===== src/rtl/apb_cmd_master_pkg.sv =====
// Shared types and constants for the APB command requester and its helpers.
package apb_cmd_master_pkg;

  localparam int unsigned PKG_DATA_W = 32;
  localparam int unsigned PKG_ADDR_W = 32;
  localparam int unsigned PKG_STRB_W = PKG_DATA_W / 8;

  localparam logic [2:0] PPROT_DEFAULT = 3'b000;

  typedef enum logic [1:0] {
    IDLE   = 2'd0,
    SETUP  = 2'd1,
    ACCESS = 2'd2,
    RESP   = 2'd3
  } state_t;

  typedef struct packed {
    logic [PKG_ADDR_W-1:0] addr;
    logic [PKG_DATA_W-1:0] wdata;
    logic                  write;
    logic [PKG_STRB_W-1:0] strb;
  } cmd_t;

  typedef struct packed {
    logic [PKG_DATA_W-1:0] rdata;
    logic                  slverr;
    logic                  timeout;
  } rsp_t;

  // Wait-counter width; a disabled timeout still needs a legal 1-bit vector.
  function automatic int unsigned timer_width(input int unsigned cycles);
    return (cycles == 0) ? 1 : $clog2(cycles + 1);
  endfunction

endpackage


===== src/rtl/apb_cmd_master_if.sv =====
// Command/response stream plus APB4 requester pins of apb_cmd_master.
interface apb_cmd_master_if
  import apb_cmd_master_pkg::*;
#(
  parameter int unsigned DATA_WIDTH = PKG_DATA_W,
  parameter int unsigned ADDR_WIDTH = PKG_ADDR_W
);
  localparam int unsigned STRB_WIDTH = DATA_WIDTH / 8;

  logic                  cmd_valid;
  logic                  cmd_ready;
  logic [ADDR_WIDTH-1:0] cmd_addr;
  logic [DATA_WIDTH-1:0] cmd_wdata;
  logic                  cmd_write;
  logic [STRB_WIDTH-1:0] cmd_strb;

  logic                  rsp_valid;
  logic                  rsp_ready;
  logic [DATA_WIDTH-1:0] rsp_rdata;
  logic                  rsp_slverr;
  logic                  rsp_timeout;

  logic [ADDR_WIDTH-1:0] m_paddr;
  logic [DATA_WIDTH-1:0] m_pwdata;
  logic                  m_pwrite;
  logic [STRB_WIDTH-1:0] m_pstrb;
  logic [2:0]            m_pprot;
  logic                  m_psel;
  logic                  m_penable;
  logic [DATA_WIDTH-1:0] m_prdata;
  logic                  m_pready;
  logic                  m_pslverr;

  // Requester side: consumes commands, produces responses, drives APB.
  modport master (
    input  cmd_valid, cmd_addr, cmd_wdata, cmd_write, cmd_strb,
    output cmd_ready,
    output rsp_valid, rsp_rdata, rsp_slverr, rsp_timeout,
    input  rsp_ready,
    output m_paddr, m_pwdata, m_pwrite, m_pstrb, m_pprot, m_psel, m_penable,
    input  m_prdata, m_pready, m_pslverr
  );

  // Environment side: command source, response sink and APB completer.
  modport slave (
    output cmd_valid, cmd_addr, cmd_wdata, cmd_write, cmd_strb,
    input  cmd_ready,
    input  rsp_valid, rsp_rdata, rsp_slverr, rsp_timeout,
    output rsp_ready,
    input  m_paddr, m_pwdata, m_pwrite, m_pstrb, m_pprot, m_psel, m_penable,
    output m_prdata, m_pready, m_pslverr
  );

endinterface


===== src/rtl/apb_wait_timer.sv =====
// Loadable saturating down-counter bounding APB wait states; expired at zero.
module apb_wait_timer #(
  parameter int unsigned WIDTH = 8
) (
  input  logic             clk,
  input  logic             rstn,
  input  logic             clear,
  input  logic             load,
  input  logic [WIDTH-1:0] load_value,
  input  logic             enable,
  output logic             expired_c
);

  logic [WIDTH-1:0] count;

  always_ff @(posedge clk) begin
    if (!rstn) begin
      count <= '0;
    end else if (clear) begin
      count <= '0;
    end else if (load) begin
      count <= load_value;
    end else if (enable && (count != '0)) begin
      count <= count - WIDTH'(1);
    end
  end

  assign expired_c = (count == '0);

endmodule


===== src/rtl/apb_cmd_master.sv =====
// APB4 requester: one valid/ready command becomes one APB transfer and one response.
module apb_cmd_master
  import apb_cmd_master_pkg::*;
#(
  parameter int unsigned DATA_WIDTH     = PKG_DATA_W,
  parameter int unsigned ADDR_WIDTH     = PKG_ADDR_W,
  parameter int unsigned TIMEOUT_CYCLES = 256
) (
  input  logic                clk,
  input  logic                rstn,
  apb_cmd_master_if.master    bus
);

  localparam int unsigned STRB_WIDTH = DATA_WIDTH / 8;
  localparam int unsigned TMR_W      = timer_width(TIMEOUT_CYCLES);
  localparam int unsigned TMR_LOAD   = (TIMEOUT_CYCLES == 0) ? 0 : TIMEOUT_CYCLES - 1;
  localparam bit          TIMEOUT_EN = (TIMEOUT_CYCLES != 0);

  state_t state;
  cmd_t   cmd_q;
  rsp_t   rsp_q;
  logic   cmd_ready_q;
  logic   rsp_valid_q;
  logic   psel_q;
  logic   penable_q;

  logic   tmr_clear_c;
  logic   tmr_load_c;
  logic   tmr_en_c;
  logic   tmr_expired_c;
  logic   timeout_c;

  // Timer is armed while in SETUP so it holds the full budget on ACCESS entry.
  assign tmr_clear_c = (state == IDLE);
  assign tmr_load_c  = (state == SETUP);
  assign tmr_en_c    = (state == ACCESS) && !bus.m_pready;
  assign timeout_c   = TIMEOUT_EN && tmr_expired_c;

  apb_wait_timer #(
    .WIDTH (TMR_W)
  ) u_wait_timer (
    .clk        (clk),
    .rstn       (rstn),
    .clear      (tmr_clear_c),
    .load       (tmr_load_c),
    .load_value (TMR_W'(TMR_LOAD)),
    .enable     (tmr_en_c),
    .expired_c  (tmr_expired_c)
  );

  always_ff @(posedge clk) begin
    if (!rstn) begin
      state       <= IDLE;
      cmd_q       <= '0;
      rsp_q       <= '0;
      cmd_ready_q <= 1'b1;
      rsp_valid_q <= 1'b0;
      psel_q      <= 1'b0;
      penable_q   <= 1'b0;
    end else begin
      case (state)
        IDLE: begin
          if (bus.cmd_valid) begin
            cmd_q.addr  <= PKG_ADDR_W'(bus.cmd_addr);
            cmd_q.wdata <= PKG_DATA_W'(bus.cmd_wdata);
            cmd_q.write <= bus.cmd_write;
            // APB4 requires zero strobes on reads.
            cmd_q.strb  <= bus.cmd_write ? PKG_STRB_W'(bus.cmd_strb) : '0;
            cmd_ready_q <= 1'b0;
            psel_q      <= 1'b1;
            state       <= SETUP;
          end
        end

        SETUP: begin
          penable_q <= 1'b1;
          state     <= ACCESS;
        end

        ACCESS: begin
          // A completion in the last allowed cycle takes priority over the timeout.
          if (bus.m_pready) begin
            rsp_q.rdata   <= cmd_q.write ? '0 : PKG_DATA_W'(bus.m_prdata);
            rsp_q.slverr  <= bus.m_pslverr;
            rsp_q.timeout <= 1'b0;
            psel_q        <= 1'b0;
            penable_q     <= 1'b0;
            rsp_valid_q   <= 1'b1;
            state         <= RESP;
          end else if (timeout_c) begin
            rsp_q.rdata   <= '0;
            rsp_q.slverr  <= 1'b1;
            rsp_q.timeout <= 1'b1;
            psel_q        <= 1'b0;
            penable_q     <= 1'b0;
            rsp_valid_q   <= 1'b1;
            state         <= RESP;
          end
        end

        RESP: begin
          if (bus.rsp_ready) begin
            rsp_valid_q <= 1'b0;
            cmd_ready_q <= 1'b1;
            state       <= IDLE;
          end
        end

        default: begin
          state <= IDLE;
        end
      endcase
    end
  end

  assign bus.cmd_ready   = cmd_ready_q;
  assign bus.rsp_valid   = rsp_valid_q;
  assign bus.rsp_rdata   = DATA_WIDTH'(rsp_q.rdata);
  assign bus.rsp_slverr  = rsp_q.slverr;
  assign bus.rsp_timeout = rsp_q.timeout;

  assign bus.m_paddr     = ADDR_WIDTH'(cmd_q.addr);
  assign bus.m_pwdata    = DATA_WIDTH'(cmd_q.wdata);
  assign bus.m_pwrite    = cmd_q.write;
  assign bus.m_pstrb     = STRB_WIDTH'(cmd_q.strb);
  assign bus.m_pprot     = PPROT_DEFAULT;
  assign bus.m_psel      = psel_q;
  assign bus.m_penable   = penable_q;

endmodule


===== src/flat_wrapper.sv =====
// flat-port wrapper written by rule: the top's interface ports become plain ports
module apb_cmd_master_flat import apb_cmd_master_pkg::*;
#(
  parameter int unsigned DATA_WIDTH     = PKG_DATA_W,
  parameter int unsigned ADDR_WIDTH     = PKG_ADDR_W,
  parameter int unsigned TIMEOUT_CYCLES = 256
)
  (clk, rstn, bus_cmd_valid, bus_cmd_addr, bus_cmd_wdata, bus_cmd_write, bus_cmd_strb, bus_cmd_ready, bus_rsp_valid, bus_rsp_rdata, bus_rsp_slverr, bus_rsp_timeout, bus_rsp_ready, bus_m_paddr, bus_m_pwdata, bus_m_pwrite, bus_m_pstrb, bus_m_pprot, bus_m_psel, bus_m_penable, bus_m_prdata, bus_m_pready, bus_m_pslverr);
  apb_cmd_master_if #(.DATA_WIDTH(DATA_WIDTH), .ADDR_WIDTH(ADDR_WIDTH)) bus_i ();
  input  logic clk;
  input  logic rstn;
  input wire logic [$bits(bus_i.cmd_valid)-1:0] bus_cmd_valid;
  input wire logic [$bits(bus_i.cmd_addr)-1:0] bus_cmd_addr;
  input wire logic [$bits(bus_i.cmd_wdata)-1:0] bus_cmd_wdata;
  input wire logic [$bits(bus_i.cmd_write)-1:0] bus_cmd_write;
  input wire logic [$bits(bus_i.cmd_strb)-1:0] bus_cmd_strb;
  output wire logic [$bits(bus_i.cmd_ready)-1:0] bus_cmd_ready;
  output wire logic [$bits(bus_i.rsp_valid)-1:0] bus_rsp_valid;
  output wire logic [$bits(bus_i.rsp_rdata)-1:0] bus_rsp_rdata;
  output wire logic [$bits(bus_i.rsp_slverr)-1:0] bus_rsp_slverr;
  output wire logic [$bits(bus_i.rsp_timeout)-1:0] bus_rsp_timeout;
  input wire logic [$bits(bus_i.rsp_ready)-1:0] bus_rsp_ready;
  output wire logic [$bits(bus_i.m_paddr)-1:0] bus_m_paddr;
  output wire logic [$bits(bus_i.m_pwdata)-1:0] bus_m_pwdata;
  output wire logic [$bits(bus_i.m_pwrite)-1:0] bus_m_pwrite;
  output wire logic [$bits(bus_i.m_pstrb)-1:0] bus_m_pstrb;
  output wire logic [$bits(bus_i.m_pprot)-1:0] bus_m_pprot;
  output wire logic [$bits(bus_i.m_psel)-1:0] bus_m_psel;
  output wire logic [$bits(bus_i.m_penable)-1:0] bus_m_penable;
  input wire logic [$bits(bus_i.m_prdata)-1:0] bus_m_prdata;
  input wire logic [$bits(bus_i.m_pready)-1:0] bus_m_pready;
  input wire logic [$bits(bus_i.m_pslverr)-1:0] bus_m_pslverr;
  assign bus_i.cmd_valid = bus_cmd_valid;
  assign bus_i.cmd_addr = bus_cmd_addr;
  assign bus_i.cmd_wdata = bus_cmd_wdata;
  assign bus_i.cmd_write = bus_cmd_write;
  assign bus_i.cmd_strb = bus_cmd_strb;
  assign bus_cmd_ready = bus_i.cmd_ready;
  assign bus_rsp_valid = bus_i.rsp_valid;
  assign bus_rsp_rdata = bus_i.rsp_rdata;
  assign bus_rsp_slverr = bus_i.rsp_slverr;
  assign bus_rsp_timeout = bus_i.rsp_timeout;
  assign bus_i.rsp_ready = bus_rsp_ready;
  assign bus_m_paddr = bus_i.m_paddr;
  assign bus_m_pwdata = bus_i.m_pwdata;
  assign bus_m_pwrite = bus_i.m_pwrite;
  assign bus_m_pstrb = bus_i.m_pstrb;
  assign bus_m_pprot = bus_i.m_pprot;
  assign bus_m_psel = bus_i.m_psel;
  assign bus_m_penable = bus_i.m_penable;
  assign bus_i.m_prdata = bus_m_prdata;
  assign bus_i.m_pready = bus_m_pready;
  assign bus_i.m_pslverr = bus_m_pslverr;
  apb_cmd_master #(.DATA_WIDTH(DATA_WIDTH), .ADDR_WIDTH(ADDR_WIDTH), .TIMEOUT_CYCLES(TIMEOUT_CYCLES)) u_core (.clk(clk), .rstn(rstn), .bus(bus_i));
endmodule

===== config.mk =====
export PLATFORM = sky130hd
export DESIGN_NAME = apb_cmd_master_flat
export DESIGN_NICKNAME = d
export VERILOG_FILES = /design/src/rtl/apb_cmd_master_pkg.sv /design/src/rtl/apb_cmd_master_if.sv /design/src/rtl/apb_wait_timer.sv /design/src/rtl/apb_cmd_master.sv /design/src/flat_wrapper.sv
export SDC_FILE = /design/constraint.sdc
export NUM_CORES = 1
export LEC_CHECK = 0
export ABC_AREA = 0
export CAP_MARGIN = 25
export CORE_MARGIN = 4
export CORE_UTILIZATION = 25
export DETAILED_ROUTE_END_ITERATION = 6
export SLEW_MARGIN = 30
export SYNTH_ARGS = -nofsm -noshare
export SYNTH_HDL_FRONTEND = slang
export SYNTH_HIERARCHICAL = 1
export SYNTH_SLANG_ARGS = --single-unit

===== constraint.sdc =====
create_clock -name clk -period 2.1 [get_ports clk]
set_clock_uncertainty 0.2 [all_clocks]
set_input_delay 0.63 -clock clk [delete_from_list [all_inputs] [get_ports clk]]
set_output_delay 0.63 -clock clk [all_outputs]
set_load 0.03 [all_outputs]

-- After elaboration in Yosys (flattened, before gate mapping)
Index checks and enable logic that the tools add are counted.
W data, S select, Z words.
- latch bits: 0
- logic and storage cells: 66
- register bits: 118
- bits in read-only memories: 0
- input bits: 107
- memories kept: 0
- RAM bits: 0
- output and inout port bits: 110
- muxes and demuxes: 23
- reduce and logical (&&, ||, !) cells: 21
- shift operators: 0
- bitwise operators: 1
- divide/modulo/power cells: 0
- order comparisons: 0
- equal/unequal tests: 6
- multipliers: 0
- $add $sub $neg: 1
- operators by type and width (kind ; number):
    $mux W34 ; 2
    $mux W32 ; 1
    $mux W8 ; 2
    $reduce_and A3 Y1 ; 4
    $reduce_bool A2 Y1 ; 6
    $logic_not A9 Y1 ; 1
    $reduce_bool A9 Y1 ; 1
    $sub A9 B1 Y9 const B ; 1
    $mux W1 ; 8
    $mux W2 ; 4
    $pmux W1 S2 ; 4
    $pmux W2 S4 ; 1
    $reduce_and A2 Y1 ; 3
    $eq A2 B2 Y1 const B ; 2
    $mux W4 ; 1
    $ne A2 B2 Y1 const B ; 2
    $ne A3 B2 Y1 const B ; 1
    $reduce_or A3 Y1 ; 1
    $eq A2 B1 Y1 const B ; 1
    $logic_and A1 B1 Y1 ; 2
    $logic_not A2 Y1 ; 1
    $reduce_or A2 Y1 ; 1
    $logic_not A1 Y1 ; 1
    $not A1 Y1 ; 1

-- Logic depth before layout (Yosys ltp)
- word-level depth: 5
- depth in mapped cells: 9
- gate-level depth less buffers: 7

-- Hierarchy
The synthesis kept the hierarchy.
- modules (own cells, without submodules) (module ; seq. area each (µm²) ; area each (µm²) ; times used ; cells an instance):
    apb_cmd_master ; 2182.1 ; 4030.1 ; 1 ; 429
    apb_wait_timer ; 180.2 ; 531.8 ; 1 ; 62

-- Worst setup path before layout
No wires, ideal clock.
- path kind: register -> register
- start: reg u_core.state[0]
- end: reg u_core.u_wait_timer.count[5]
- setup time: 0.074 ns
- data required time: 1.826 ns
- data arrival time: 1.978 ns
- setup slack: -0.152 ns
- clock period less this slack: 2.252 ns
- path buffers: 1
- cell stages (with the launch flop): 9
- path through: dfxtp_1 -> inv_1 -> ha_1 -> nor2b_1 -> inv_1 -> a31o_1 -> buf_6 -> or4_1 -> a31oi_1
- longest elaborated chain between the ends: 4
- elaborated cells on any way between the ends: 8
- those cells by class: eq/ne: 2; mux: 1; reduce/logical: 5
- ends and longest elaborated chain (item ; line ; RTL):
    from (decl) ; apb_cmd_master.sv:19 ; state_t state;
    from (signal assigned) ; apb_cmd_master.sv:53 ; state <= IDLE;
    from (signal assigned) ; apb_cmd_master.sv:71 ; state <= SETUP;
    from (signal assigned) ; apb_cmd_master.sv:77 ; state <= ACCESS;
    $eq A2 B2 Y1 ; apb_cmd_master.sv:36 ; assign tmr_en_c = (state == ACCESS) && !bus.m_pready;
    $logic_and A1 B1 Y1 ; apb_cmd_master.sv:36 ;
    named net u_core.tmr_en_c ; apb_cmd_master.sv:29 ; logic tmr_en_c;
    $logic_and A1 B1 Y1 ; apb_wait_timer.sv:23 ; end else if (enable && (count != '0)) begin
    $reduce_bool A2 Y1 (no line) ; -- ;
    to (signal assigned) ; apb_wait_timer.sv:22 ; count <= load_value;
    to (signal assigned) ; apb_wait_timer.sv:24 ; count <= count - WIDTH'(1);
    to (decl) ; apb_wait_timer.sv:14 ; logic [WIDTH-1:0] count;
The timed path passes the listed nets, and every way through them passes these cells.
A chain may end at the register's enable or synchronous reset.

-- Final worst setup path
- start: reg u_core.cmd_q (netlist bit u_core/bus.m_pwrite)
- end: out bus_m_pwrite
- RTL lines (item ; line ; RTL):
    from (decl) ; apb_cmd_master.sv:20 ; cmd_t cmd_q;
    to (decl) ; flat_wrapper.sv:25 ; output wire logic [$bits(bus_i.m_pwrite)-1:0] bus_m_pwrite;
No word-level cell between the ends.

==> qor.txt <==
========================================================================================================
Overall die width .........................................................................  143 microns
Drt total wl .............................................................................. 13800 microns
Reg-to-reg endpoint ....................................................................... u_core/bus.rsp_rdata[26]
Number of core rows .......................................................................           49
Worst path bufs/invs ......................................................................            1
Critical Path Max Stage Delay .............................................................      0.40 ns
Post-synthesis cell area ..................................................................   4560 sq um
Number of antenna violations at the first check in global routing .........................            0
Buffer depth of the longest clock path ....................................................            2
Lkg Pwr ...................................................................................   0.00340 uW
Logic pwr share ...........................................................................        0.344
Total number of cells along the worst setup path ..........................................            1
Ys Warns ..................................................................................            6
Die Y-Extent ..............................................................................  143 microns
Pwr Total .................................................................................      8770 uW
Max-slew violation count ..................................................................            0
Overflow left after global routing ........................................................            0
Routed wirelength normalized by instance count ............................................ 14.0 microns
Clock net sink count ......................................................................          118
Die area ..................................................................................  20500 sq um
Reg2reg path depth ........................................................................            8
H-tree level count ........................................................................            4
Critical Path End ......................................................................... bus_m_pwrite
Crit Path Max Fanout ......................................................................            3
Internal power ............................................................................      5700 uW
Largest voltage drop on the vdd net .......................................................     0.651 mV
Mean post-synth cell area .................................................................   9.29 sq um
Avg Vias per Cell .........................................................................         4.32
Endpoint required time on the critical path ...............................................      1.27 ns
Number of global-route vias before repair .................................................         4301
Placeable core region .....................................................................  18000 sq um
Fraction of final layout cells sized beyond drive strength 1 ..............................        0.111
Post-CTS clock slew at the launch and capture registers of the worst setup and hold paths .      0.05 ns
Maximum achievable frequency ..............................................................    0.492 GHz
Number of buffer cells added on primary ports .............................................          213
CP max stage cell .........................................................................      dfxtp_1
Post-synth top flop .......................................................................      dfxtp_1
Setup repair after global routing missed its margin .......................................           no
P_sw ......................................................................................      3070 uW
Setup crit end kind .......................................................................   output pin
Launching element type of the critical path ...............................................    flip-flop
Most used cells in the layout excluding fill and tap cells ................................ nand2_1, dfxtp_1, clkdlybuf4s50_1, dlygate4sd2_1, a21boi_0
Layout Cell Area excl Fill ................................................................   7670 sq um
DRC violation count after routing .........................................................            0
Sequential share of power .................................................................        0.330
Register area share after synthesis .......................................................        0.518
Worst min-delay path category ............................................................. flip-flop to flip-flop
Post-CTS Setup Inserts ....................................................................            0
FF-to-FF Start ............................................................................ u_core/u_wait_timer/count[1]
Area growth, synth to finish ..............................................................        68.1%
Crit-path cells ........................................................................... clkdlybuf4s15_1
Clock tree from TritonCTS .................................................................         done
Clock share of power ......................................................................        0.326
EDFF count, synth .........................................................................            0
Clock root buffer .........................................................................    clkbuf_16
Tcrit/Tclk final ..........................................................................        0.969
Placed standard-cell area .................................................................   7200 sq um
Antenna Diode Count .......................................................................            0
Worst-Skew Late Latency ...................................................................      0.40 ns
Final critical path time including I/O delays and setup ...................................      2.03 ns
Switching Fraction ........................................................................        0.350
HPWL after DPL ............................................................................ 9910 microns
Worst setup path startpoint ............................................................... u_core/bus.m_pwrite
Number of DRC markers after the initial detailed-route iteration ..........................          139
Pwr/cell area ............................................................................. 1140 nW/um^2
Top-level port count ......................................................................          217
Commonest non-fill, non-tap cell in the layout ............................................      nand2_1
Routed vias ...............................................................................         4236
Pin count of the biggest net entering global routing ......................................           70
Final Hold Fails ..........................................................................            0
Number of buffers inserted during clock tree synthesis ....................................           17
Total global routing track utilization ....................................................        0.135
Fraction of registers with async set/reset ................................................            0
Net count reported at finish ..............................................................          853
Hold path startpoint ...................................................................... u_core/bus.m_pwdata[19]
Crit path max-delay family ................................................................   flip-flops
Number of nets with antenna violations after routing ......................................            0
Initial core utilization ..................................................................        0.254
Synth cell types ..........................................................................           44
# hold bufs at CTS ........................................................................            0
Synth Instances ...........................................................................          491
Run status ................................................................................ finished, final reports clean
Detailed-router iteration count before antenna repair .....................................            6
Maximum Capacitance Violations ............................................................            0
Post-Route Setup TNS ......................................................................         0 ns
Arrival time at the worst endpoint ........................................................      1.20 ns
Finish-stage setup viols ..................................................................            0
Gp weighted congestion ....................................................................        0.791
Worst Path Class, Setup ................................................................... flip-flop to output pin
Number of flip-flops and latches in the synthesized netlist ...............................          118
Worst setup slack for register-to-register paths ..........................................      0.11 ns
Global-route wire length before repair .................................................... 21800 microns
========================================================================================================
## flip-flops by register name, indices dropped and copies added, names as in the netlist
register	count
u_core/bus.m_psel	1
u_core/bus.rsp_timeout	1
u_core/state	2
u_core/bus.rsp_valid	1
u_core/u_wait_timer/count	9
u_core/bus.m_pwrite	1
u_core/bus.cmd_ready	1
u_core/bus.m_pwdata	32
u_core/bus.rsp_rdata	32
u_core/bus.rsp_slverr	1
u_core/bus.m_paddr	32
u_core/bus.m_pstrb	4
u_core/bus.m_penable	1
## synthesized netlist by cell type, types with 2 or more instances
| master | number | area, sq um |
|---|---|---|
| a21boi_0 | 68 | 510 |
| o21ai_0 | 8 | 40.0 |
| nand2_1 | 146 | 548 |
| ha_1 | 7 | 87.6 |
| nor2b_1 | 5 | 31.3 |
| conb_1 | 2 | 7.51 |
| a211oi_1 | 2 | 15.0 |
| inv_1 | 10 | 37.5 |
| a21oi_1 | 5 | 25.0 |
| a31oi_1 | 4 | 25.0 |
| clkbuf_1 | 12 | 45.0 |
| and2_1 | 2 | 12.5 |
| o31a_1 | 2 | 17.5 |
| buf_6 | 8 | 90.1 |
| a22o_1 | 32 | 280 |
| a21boi_1 | 4 | 30.0 |
| buf_2 | 9 | 45.0 |
| buf_4 | 5 | 37.5 |
| nand3_1 | 7 | 35.0 |
| o21a_1 | 2 | 15.0 |
| o31ai_1 | 3 | 22.5 |
| dfxtp_1 | 118 | 2360 |
| nor2_1 | 4 | 15.0 |
| or4_1 | 5 | 37.5 |
| o311ai_0 | 2 | 17.5 |
## timing repair
action | CTS | global route
resized for setup | 109 | 6
pin swaps | 0 | 1
setup endpoints to repair | 110 | 34
cloned | 0 | 0
## area by class of cell
class,count,area (sq um)
Clock buffer,23,478
Sequential cell,118,2360
Tap cell,229,287
Timing Repair Buffer,254,2380
Multi-Input combinational cell,338,2030
Fill cell,1790,10300
Clock inverter,8,98.8
Inverter,10,37.5
## cells by family after synthesis
| group | count (synthesis) | share of synthesized area |
|---|---|---|
| XOR/XNOR | 2 | 0.00384 |
| flip-flops | 118 | 0.518 |
| adder cells (fa/ha/maj) | 7 | 0.0192 |
| multiplexers | 1 | 0.00219 |
| AND/OR/NAND/NOR | 178 | 0.167 |
| buffers and inverters | 45 | 0.0568 |
| other | 2 | 0.00165 |
| AO/OA/AOI/OAI | 138 | 0.231 |
## through the flow
| step | cells | util | setup slack, ns | hold WS [ns] |
|---|---|---|---|---|
| floorplan | 501 | - | 0.0302 | 0.256 |
| global placement | 949 | 0.401 | -0.312 | 0.239 |
| detailed placement | 949 | 0.401 | -0.320 | 0.248 |
| CTS | 980 | 0.426 | 0.0150 | 0.252 |
| global route | 980 | 0.427 | 0.00236 | 0.279 |
| finish | 980 | 0.427 | 0.0660 | 0.248 |
## layer usage
layer / vias up / share of wire / global-route usage
met1: 1887 / 0.44 / 0.157
met5: - / 0 / 0
met2: 166 / 0.44 / 0.212
li1: 2164 / - / -
met3: 19 / 0.11 / 0.0690
met4: 0 / 0.018 / 0.0515
## worst min-delay path by stage
stage	cells after the start	end
6_report	2	u_core/bus.m_pwdata[19]
3_5_place_dp	2	u_core/bus.m_pwdata[20]
4_1_cts	2	u_core/bus.m_pwdata[20]
2_1_floorplan	2	u_core/u_wait_timer/count[3]
5_1_grt	2	u_core/bus.m_pwdata[1]
3_3_place_gp	2	u_core/bus.rsp_slverr
## power groups by stage
stage	clock, uW	combinational (uW)	sequential [uW]
2_1_floorplan	0	1030	3660
3_3_place_gp	0	3270	2940
3_5_place_dp	0	3260	2950
4_1_cts	2960	3040	2890
5_1_grt	3050	3280	2950
6_report	2850	3020	2890
No activity file was read; power rests on OpenSTA's default activity.
